`config.mk`:
```
export PLATFORM = sky130hd
export DESIGN_NAME = flex_counter_multi
export DESIGN_NICKNAME = d
export VERILOG_FILES = /design/src/rtl/flex_counter_multi.sv
export SDC_FILE = /design/constraint.sdc
export NUM_CORES = 1
export LEC_CHECK = 0
export CORE_MARGIN = 3
export CORE_UTILIZATION = 29
export CTS_BUF_LIST = sky130_fd_sc_hd__clkbuf_16
export DETAILED_ROUTE_END_ITERATION = 8
export PLACE_DENSITY_LB_ADDON = 0.2
export SLEW_MARGIN = 10
export SYNTH_ARGS = -nofsm -noshare
export SYNTH_HDL_FRONTEND = slang
export SYNTH_SLANG_ARGS = --single-unit
```
`constraint.sdc`:
```
create_clock -name clk -period 3.1 [get_ports clk]
set_input_delay 0.93 -clock clk [delete_from_list [all_inputs] [get_ports clk]]
set_output_delay 0.93 -clock clk [all_outputs]
set_load 0.02 [all_outputs]
```
`src/rtl/flex_counter_multi.sv`:
```
// flex_counter_multi
//   NUM_CHANNELS independent W-bit counters. Each channel has its own
//   rollover value, up/down direction, synchronous clear and load, a held
//   terminal flag and a one-cycle wrap pulse.
//
//   Compile-time option FLEX_CASCADE_EN: when defined, channel i (i >= 1)
//   only steps when its own enable is high and channel i-1 wraps in the
//   same cycle, forming a multi-digit counter. When undefined, the
//   channels are fully independent.
//
// Ports (channel i occupies bits [i] or [i*W +: W]):
//   clk           in   system clock, rising edge
//   rst           in   asynchronous active-high reset
//   clear         in   N    synchronous clear (highest priority)
//   count_enable  in   N    step enable
//   count_down    in   N    direction: 0 = up, 1 = down
//   load          in   N    synchronous load of load_val
//   load_val      in   N*W  load values
//   rollover_val  in   N*W  rollover values (0 disables stepping)
//   count_out     out  N*W  registered counts
//   rollover_flag out  N    registered: count equals terminal value
//   wrap_pulse    out  N    registered one-cycle pulse after a wrap
module flex_counter_multi #(
    parameter int NUM_CNT_BITS = 4,
    parameter int NUM_CHANNELS = 2
) (
    input  logic                                 clk,
    input  logic                                 rst,
    input  logic [NUM_CHANNELS-1:0]              clear,
    input  logic [NUM_CHANNELS-1:0]              count_enable,
    input  logic [NUM_CHANNELS-1:0]              count_down,
    input  logic [NUM_CHANNELS-1:0]              load,
    input  logic [NUM_CHANNELS*NUM_CNT_BITS-1:0] load_val,
    input  logic [NUM_CHANNELS*NUM_CNT_BITS-1:0] rollover_val,
    output logic [NUM_CHANNELS*NUM_CNT_BITS-1:0] count_out,
    output logic [NUM_CHANNELS-1:0]              rollover_flag,
    output logic [NUM_CHANNELS-1:0]              wrap_pulse
);

    localparam int W = NUM_CNT_BITS;
    localparam int N = NUM_CHANNELS;

    logic [N*W-1:0] count_q, count_d;
    logic [N-1:0]   flag_q, flag_d;
    logic [N-1:0]   wrap_q, wrap_now;

    always_comb begin : next_state
        logic [W-1:0] cnt;
        logic [W-1:0] rv;
        logic [W-1:0] nxt;
        logic [W-1:0] term;
        logic         en;
        logic         wrap;
`ifdef FLEX_CASCADE_EN
        logic         carry;
        // Channel 0 sees a permanent carry so it uses its own enable only.
        carry = 1'b1;
`endif
        count_d  = count_q;
        flag_d   = flag_q;
        wrap_now = '0;
        cnt      = '0;
        rv       = '0;
        nxt      = '0;
        term     = '0;
        en       = 1'b0;
        wrap     = 1'b0;
        for (int i = 0; i < N; i++) begin
            cnt  = count_q[i*W +: W];
            rv   = rollover_val[i*W +: W];
            wrap = 1'b0;
`ifdef FLEX_CASCADE_EN
            en = count_enable[i] & carry;
`else
            en = count_enable[i];
`endif
            if (clear[i]) begin
                nxt = '0;
            end else if (load[i]) begin
                nxt = load_val[i*W +: W];
            end else if (en && (rv != '0)) begin
                if (!count_down[i]) begin
                    if (cnt >= rv) begin
                        nxt  = W'(1);
                        wrap = 1'b1;
                    end else begin
                        nxt = cnt + W'(1);
                    end
                end else begin
                    if (cnt == W'(1)) begin
                        nxt  = rv;
                        wrap = 1'b1;
                    end else if ((cnt == '0) || (cnt > rv)) begin
                        // Out-of-range or cleared count re-enters at the top; not a wrap.
                        nxt = rv;
                    end else begin
                        nxt = cnt - W'(1);
                    end
                end
            end else begin
                nxt = cnt;
            end
            // Flag looks at the next count against the direction sampled now,
            // so it stays valid (held) while the channel is idle.
            term = count_down[i] ? W'(1) : rv;
            count_d[i*W +: W] = nxt;
            flag_d[i]         = (rv != '0) && (nxt == term);
            wrap_now[i]       = wrap;
`ifdef FLEX_CASCADE_EN
            carry = wrap;
`endif
        end
    end

    always_ff @(posedge clk or posedge rst) begin
        if (rst) begin
            count_q <= '0;
            flag_q  <= '0;
            wrap_q  <= '0;
        end else begin
            count_q <= count_d;
            flag_q  <= flag_d;
            wrap_q  <= wrap_now;
        end
    end

    assign count_out     = count_q;
    assign rollover_flag = flag_q;
    assign wrap_pulse    = wrap_q;

endmodule

```
# Word level (Yosys, flattened, before mapping)
# Cells that the tools add are included.
# totals
output_inout_bits	12
elab_cells	53
reg_bits	12
# op_classes
reduce_logical	10
n_eq_ne	4
add_sub_neg	4
n_lt_le_gt_ge	4
n_mux	28
# ops
operator	n
$mux 4	16
$mux 1	12
$add 4x1->4 const B	2
$eq 4x1->1 const B	2
$eq 4x4->1	2
$ge 4x4->1	2
$gt 4x4->1	2
$logic_not 4->1	2
$reduce_bool 4->1	2
$sub 4x1->4 const B	2
$logic_and 1x1->1	4
$logic_or 1x1->1	2

# Logic depth before layout (Yosys ltp)
# Gate-level depths: netlist (run 1).
# logic_depth
word_depth	10
ltp_mapped	10
mapped_depth_nobuf	9

# Worst setup path after synthesis (run 1)
# OpenSTA, ideal clock, no wires.
# synth_path
path_kind	input port to flip-flop
from	in rollover_val[3]
to	reg flag_q[0], in the netlist rollover_flag[0]
stages	10
path_slack_ns	0.017
arrival_ns	2.983
path_cell_list	buf_2 inv_1 ha_1 or2_0 o32a_1 a21boi_4 o2111ai_2 nor2_2 or4b_1 a311oi_1
# synth_via
elab_chain_cells	10
word_cells_on_any_way	15
# synth_rtl
element	line_no	source
start, declared	34	input logic [NUM_CHANNELS*NUM_CNT_BITS-1:0] rollover_val,
$gt 4x4->1	93	end else if ((cnt == '0) || (cnt > rv)) begin
$logic_or 1x1->1	93	
$mux 4	93	
$mux 4	90	if (cnt == W'(1)) begin
$mux 4	82	if (!count_down[i]) begin
$mux 4 *	81	end else if (en && (rv != '0)) begin
$mux 4 *	79	end else if (load[i]) begin
$mux 4 *	77	if (clear[i]) begin
net count_d[0]	43	logic [N*W-1:0] count_q, count_d;
$eq 4x4->1 *	107	flag_d[i] = (rv != '0) && (nxt == term);
$logic_and 1x1->1 *	107	
net flag_d[0]	44	logic [N-1:0] flag_q, flag_d;
end signal, assigned	122	flag_q <= flag_d;
end, declared	44	
# Mark *: on every way through the listed nets, which the timed path passes. The rest lies on a longest branch.

# Final worst setup path (run 1)
# layout_path
from	in rollover_val[1]
to	reg flag_q[0], in the netlist rollover_flag[0]
# Same word-level chain as after synthesis.

==> results of run 1 <==
[report_power, final]
group	leakage [nW]	internal [mW]	switching, mW
registers	0.160	0.170	0.0211
logic	1.06	0.292	0.269
clock network	0.0385	0.169	0.0604
total	1.26	0.631	0.351
[cells by family (layout without fill, tap and decap cells)]
family,count (synthesis),count (layout),synth area share
AOI/OAI and AO/OA,60,60,0.2943
xor gates and xnor gates,8,8,0.04291
adders and majority gates,14,14,0.1073
buffers and inverters,26,125,0.06284
DFF,12,12,0.1839
muxes,4,4,0.02529
and+or+nand+nor,85,85,0.2835
[worst min-delay path, delay by kind of cell, from the launching register on]
kind                   cells  cell delay [ns]
flip-flops                 1             0.38
buffers and inverters      1             0.19
AO/OA/AOI/OAI              1             0.15
AND/OR/NAND/NOR            2             0.10
[flip-flops by register name, indices dropped and copies added, names as in the netlist]
signal	cells
count_out	8
rollover_flag	2
wrap_pulse	2
[worst min-delay path by stage]
stage / slack (ns) / end / from / cells after the start
5_1_grt: 0.91 / wrap_pulse[1]$_DFF_PP0_ / count_out[7]$_DFF_PP0_ / 4
6_report: 0.86 / wrap_pulse[1]$_DFF_PP0_ / count_out[7]$_DFF_PP0_ / 4
3_3_place_gp: 0.79 / wrap_pulse[1]$_DFF_PP0_ / count_out[7]$_DFF_PP0_ / 4
3_5_place_dp: 0.79 / wrap_pulse[1]$_DFF_PP0_ / count_out[7]$_DFF_PP0_ / 4
4_1_cts: 0.87 / wrap_pulse[1]$_DFF_PP0_ / count_out[7]$_DFF_PP0_ / 4
2_1_floorplan: 0.79 / count_out[0]$_DFF_PP0_ / rst / 1
[metrics by stage]
stage,worst slack [ns],power (mW),util
6_report,0.08804,0.9821,0.5380
3_3_place_gp,-0.6811,0.6434,0.4691
2_1_floorplan,0.01731,0.4271,-
3_5_place_dp,-0.6257,0.6413,0.4691
4_1_cts,0.06224,0.9608,0.5318
5_1_grt,0.002222,1.048,0.5380
[layer usage]
metal,track usage,part of all wire
met2,0.2627,0.44
met4,0.02196,0.0043
met1,0.2665,0.51
met5,0,0
met3,0.02993,0.052
[cells in the final DEF, fill, tap and decap left out, drive strengths merged, types with 3 or more instances in the layout]
cell type / count
xnor2: 4
nand2: 13
o2111ai: 3
dlygate4sd2: 7
and4: 3
xor2: 4
a21boi: 3
and2: 3
ha: 14
a31oi: 4
o211ai: 6
nand3: 12
buf: 65
inv: 19
o21ai: 8
nor2b: 4
nor2: 17
o211a: 3
nor4: 4
or3: 5
o31ai: 4
o21a: 3
clkbuf: 4
a21oi: 11
clkdlybuf4s50: 29
nand4: 5
mux2i: 3
dfrtp: 12
nor3: 8
[what timing repair did]
action / 4_1_cts / 5_1_grt
gates resized for setup: 48 / 11
hold buffers: 0 / 0
setup buffers: 10 / 0
setup endpoints to repair: 2 / 2
pin swaps: 23 / 11
[final cells by class]
class                   count  area share
clock inverters             1    0.001324
clock buffers               3     0.02648
multi-input cells         171      0.5110
flip-flops and latches     12      0.1059
repair buffers            102      0.2992
inverters                  19     0.02515
well taps                  70     0.03089
==> reports/metrics.csv, run 1 <==
metric;value;unit
status;finished, final reports clean;
yosysTopAreaCell;dfrtp_1;
critical_path_buf_inv_count;3;
nets;349;
syn_avg_cell_area;7.813;sq um
fmax;332.0;MHz
netlist.area_leader.share;0.1839;
die-area;6567;sq um
diodes;0;
hold_class;register to register;
ir_worst_vdd;0.0002835;V
hold_violations;0;
syn_area;1633;sq um
routabilityCongestion;0.8527;
synth_edf_count;0;
cts_buffers;3;
crit_type;input port to register;
die_w;81.04;um
finalSetupTns;0;ns
rr_endpoint;rollover_flag[1]$_DFF_PP0_;
cts.sinks;12;
critPathSlowestCell;or4b_4;
insertion_delay;0.23;ns
slew_violations;0;
rows;26;
vias_per_cell;5.254;
yosys_warnings;0;
routed_wl;5.629;mm
cp_top_family;simple AND/OR/NAND/NOR gates;
overflow;0;
grt_setup_unrepaired;no;
crit_end;rollover_flag[0]$_DFF_PP0_;
grt_pass1_wl;9.170;mm
postLayoutCellArea;2835;sq um
postRouteAntennaNets;0;
end_kind;register;
area_growth;73.64;%
root_buffer;clkbuf_16;
synth_common_cells;inv_1 (19), nor2_1 (16), ha_1 (14);
route.detailed.drc;0;
max_cap_viol_count;0;
cpPeakStageDelay;0.46;ns
start_kind;input port;
seqCellArea;300.3;sq um
synth_flop_cell;dfrtp_1;
reg2regPathDepth;9;
total_leakage_power;1.256;nW
first_iter_violations;127;
critical_path.cell_chain;dlygate4sd2_1 > inv_2 > ha_4 > nor2b_4 > o32a_1 > a21boi_4 > buf_4 > and4_2 > nor2_2 > or4b_4 > a311oi_2;
slew-limit-headroom;0.6917;
vias;1986;
r2r_start;count_out[4]$_DFF_PP0_;
cts.reportedPaths.clkPinSlew;0.04;ns
final-instance-count-excl-fill;378;
critPathRequiredTime;3.23;ns
reg2reg_slack;0.37;ns
fin_crit_sh;0.9716;
grt_usage;0.1753;
ys_seq_area_frac;0.1839;
antenna_found_initial;0;
crit_cells;11;
finalSetupViolations;0;
start_util;0.3098;
synth_async_sr_flop_share;1.000;
io_pins;38;
synth.most_common_cell;inv_1;
drtPass1Iterations;4;
placed_cells;364;
power.density;346.4;nW/um^2
grt_max_degree;13;
cts_max_level;1;
synth_cell_type_count;58;
synth_nets;249;
synth_area_leaders;dfrtp_1 (18%), ha_1 (11%), inv_1 (4.4%);
placed_cell_area;2472;sq um
synth_seq_cells;12;
wl_per_cell;14.89;um
die_y;81.04;um
hpwl;4.130;mm
syn_inst;209;
grt_pass1_vias;1881;
crit_arrival;3.15;ns
worstSetupStartpoint;rollover_val[1];
cts_tree;yes;
nFillCells;491;
final.min_clock_period;3.012;ns
multi_input_area;1449;sq um
fp.coreArea;5270;sq um
port_buffers;37;
drive_gt1_frac;0.3636;
crit_path_max_fanout;3;
cts_max_path_buffers;2;
holdWs;0.8602;ns
tightest_slew;0.4619;ns
clock_skew;0.001962;ns
No activity file was read; power rests on OpenSTA's default activity.
==> run 2, diff against run 1 <==
- DONT_BUFFER_PORTS: default -> 1
==> reports/metrics.csv, run 2 (same netlist as run 1, synthesis figures left out) <==
metric;value;unit;change
status;finished, final reports clean;;
cts_hold_buf;0;;unchanged
hold_class;input port to asynchronous set/reset pin;;
insertion_delay;0.24;ns;about the same
total_leakage_power;0.8750;nW;-30%
routed_wl;4.790;mm;-15%
critPathSlowestCell;or4b_1;;
die-area;6567;sq um;unchanged
largest_register_ffs;8;;unchanged
grt_pass1_vias;1523;;-19%
finalSetupViolations;0;;unchanged
crit_path_max_fanout;6;;+3
end_kind;register;;
die_w;81.04;um;unchanged
cpPeakStageDelay;0.51;ns;+0.05 ns
fin_crit_sh;0.9333;;-0.03827
hpwl;3.916;mm;-5.2%
port_buffers;0;;-100%
routabilityCongestion;0.8795;;+3.1%
grt_max_degree;19;;+6
overflow;0;;unchanged
tightest_slew;0.5042;ns;+0.04228 ns
drtPass1Iterations;4;;unchanged
crit_type;input port to register;;
r2r_start;count_out[1]$_DFF_PP0_;;
rows;26;;unchanged
clock_skew;0.0009563;ns;-0.001005 ns
root_buffer;clkbuf_16;;
dp_slack;-0.01366;ns;+0.6120 ns
ir_worst_vdd;0.0002012;V;-29%
cts_max_level;1;;unchanged
route.detailed.drc;0;;unchanged
multi_input_area;1230;sq um;-15%
die_y;81.04;um;unchanged
cts.sinks;12;;unchanged
io_pins;38;;unchanged
nFillCells;573;;+17%
post_cts_buffers;0;;-10
slew-limit-headroom;0.6613;;-0.03043
finalSetupTns;0;ns;unchanged
postRouteAntennaNets;0;;unchanged
fmax;345.6;MHz;+4.1%
grt_setup_unrepaired;no;;
wl_per_cell;16.02;um;+7.6%
slew_violations;0;;unchanged
grt_pass1_wl;7.590;mm;-17%
cts.reportedPaths.clkPinSlew;0.04;ns;about the same
vias_per_cell;5.522;;+5.1%
drive_gt1_frac;0.1528;;-0.2108
placed_cells;295;;-19%
first_iter_violations;102;;-20%
final.min_clock_period;2.893;ns;-0.1186 ns
start_util;0.3098;;unchanged
final-instance-count-excl-fill;299;;-21%
reg2reg_slack;0.53;ns;+0.16 ns
fp.coreArea;5270;sq um;unchanged
power.density;393.7;nW/um^2;+14%
antenna_found_initial;0;;unchanged
cts_max_path_buffers;2;;unchanged
seqCellArea;300.3;sq um;unchanged
vias;1651;;-17%
start_kind;input port;;
cp_top_family;simple AND/OR/NAND/NOR gates;;
critical_path.cell_chain;inv_1 > ha_1 > nor2b_1 > o32ai_1 > or3_1 > nand3_1 > and2_1 > or4b_1 > a311oi_1;;
cts_tree;yes;;
hold_violations;0;;unchanged
cts_buffers;3;;unchanged
worstSetupStartpoint;rollover_val[1];;
ctsResizeCount;0;;-100%
final_cell_mix;buf_4 (23), inv_1 (19), nor2_1 (16);;
critPathRequiredTime;3.23;ns;about the same
totalPowerFinal;0.7641;mW;-22%
critical_path_buf_inv_count;1;;-2
crit_arrival;3.03;ns;-0.12 ns
nets;270;;-23%
reg2regPathDepth;8;;-1
area_growth;18.85;%;
diodes;0;;unchanged
final_common_cell;buf_4;;
max_cap_viol_count;0;;unchanged
worst_slack;0.2067;ns;+0.1186 ns
rr_endpoint;rollover_flag[0]$_DFF_PP0_;;
grt_usage;0.1485;;-0.02680
==> run 2: cell types whose count changed in the layout (fill, tap and decap cells not counted), sizes merged <==
cell,change
clkbuf,-1
buf,-42
clkdlybuf4s50,-29
dlygate4sd2,-7
==> run 2: worst max path at each step <==
stage | endpoint | slack (ns) | depth (start not counted)
5_1_grt | rollover_flag[1]$_DFF_PP0_ | 0.06 | 10
4_1_cts | rollover_flag[0]$_DFF_PP0_ | 0.19 | 9
3_5_place_dp | rollover_flag[1]$_DFF_PP0_ | -0.01 | 9
6_report | rollover_flag[0]$_DFF_PP0_ | 0.21 | 9
2_1_floorplan | rollover_flag[0]$_DFF_PP0_ | 0.02 | 10
3_3_place_gp | rollover_flag[0]$_DFF_PP0_ | -0.04 | 9
==> run 2: metrics by stage <==
step	utilization	cell area, sq um	hold slack [ns]
2_1_floorplan	-	1633	0.7947
3_3_place_gp	0.3533	1862	0.8479
3_5_place_dp	0.3533	1862	0.8498
4_1_cts	0.3682	1941	0.6011
5_1_grt	0.3682	1941	0.6358
6_report	0.3682	1941	0.5795
==> run 2: layout make-up <==
cell class | count | area share
Clock buffer | 3 | 0.03868
Multi-Input combinational cell | 171 | 0.6338
Inverter | 19 | 0.03675
Timing Repair Buffer | 23 | 0.08898
Tap cell | 70 | 0.04513
Sequential cell | 12 | 0.1547
Clock inverter | 1 | 0.001934
==> run 2: worst reg2reg max path: cells and delay by family (launching register included) <==
kind                       cells  cell delay, ns
DFF                            1            0.39
and+or+nand+nor                5            1.14
adders and majority gates      1            0.30
AOI/OAI and AO/OA              2            0.64
==> run 2: report_power, final <==
group | leakage (nW) | internal, mW | switching (mW)
sequential | 0.160 | 0.171 | 0.0118
clock | 0.0385 | 0.169 | 0.0620
combinational | 0.677 | 0.156 | 0.194
==> run 2: per-layer routing <==
metal | vias to the layer above | GRT usage | routed length, um
li1 | 834 | - | -
met2 | 55 | 0.2061 | 2005
met5 | - | 0 | 0
met3 | 0 | 0.05211 | 429
met1 | 762 | 0.2218 | 2356
met4 | 0 | 0.02196 | 0
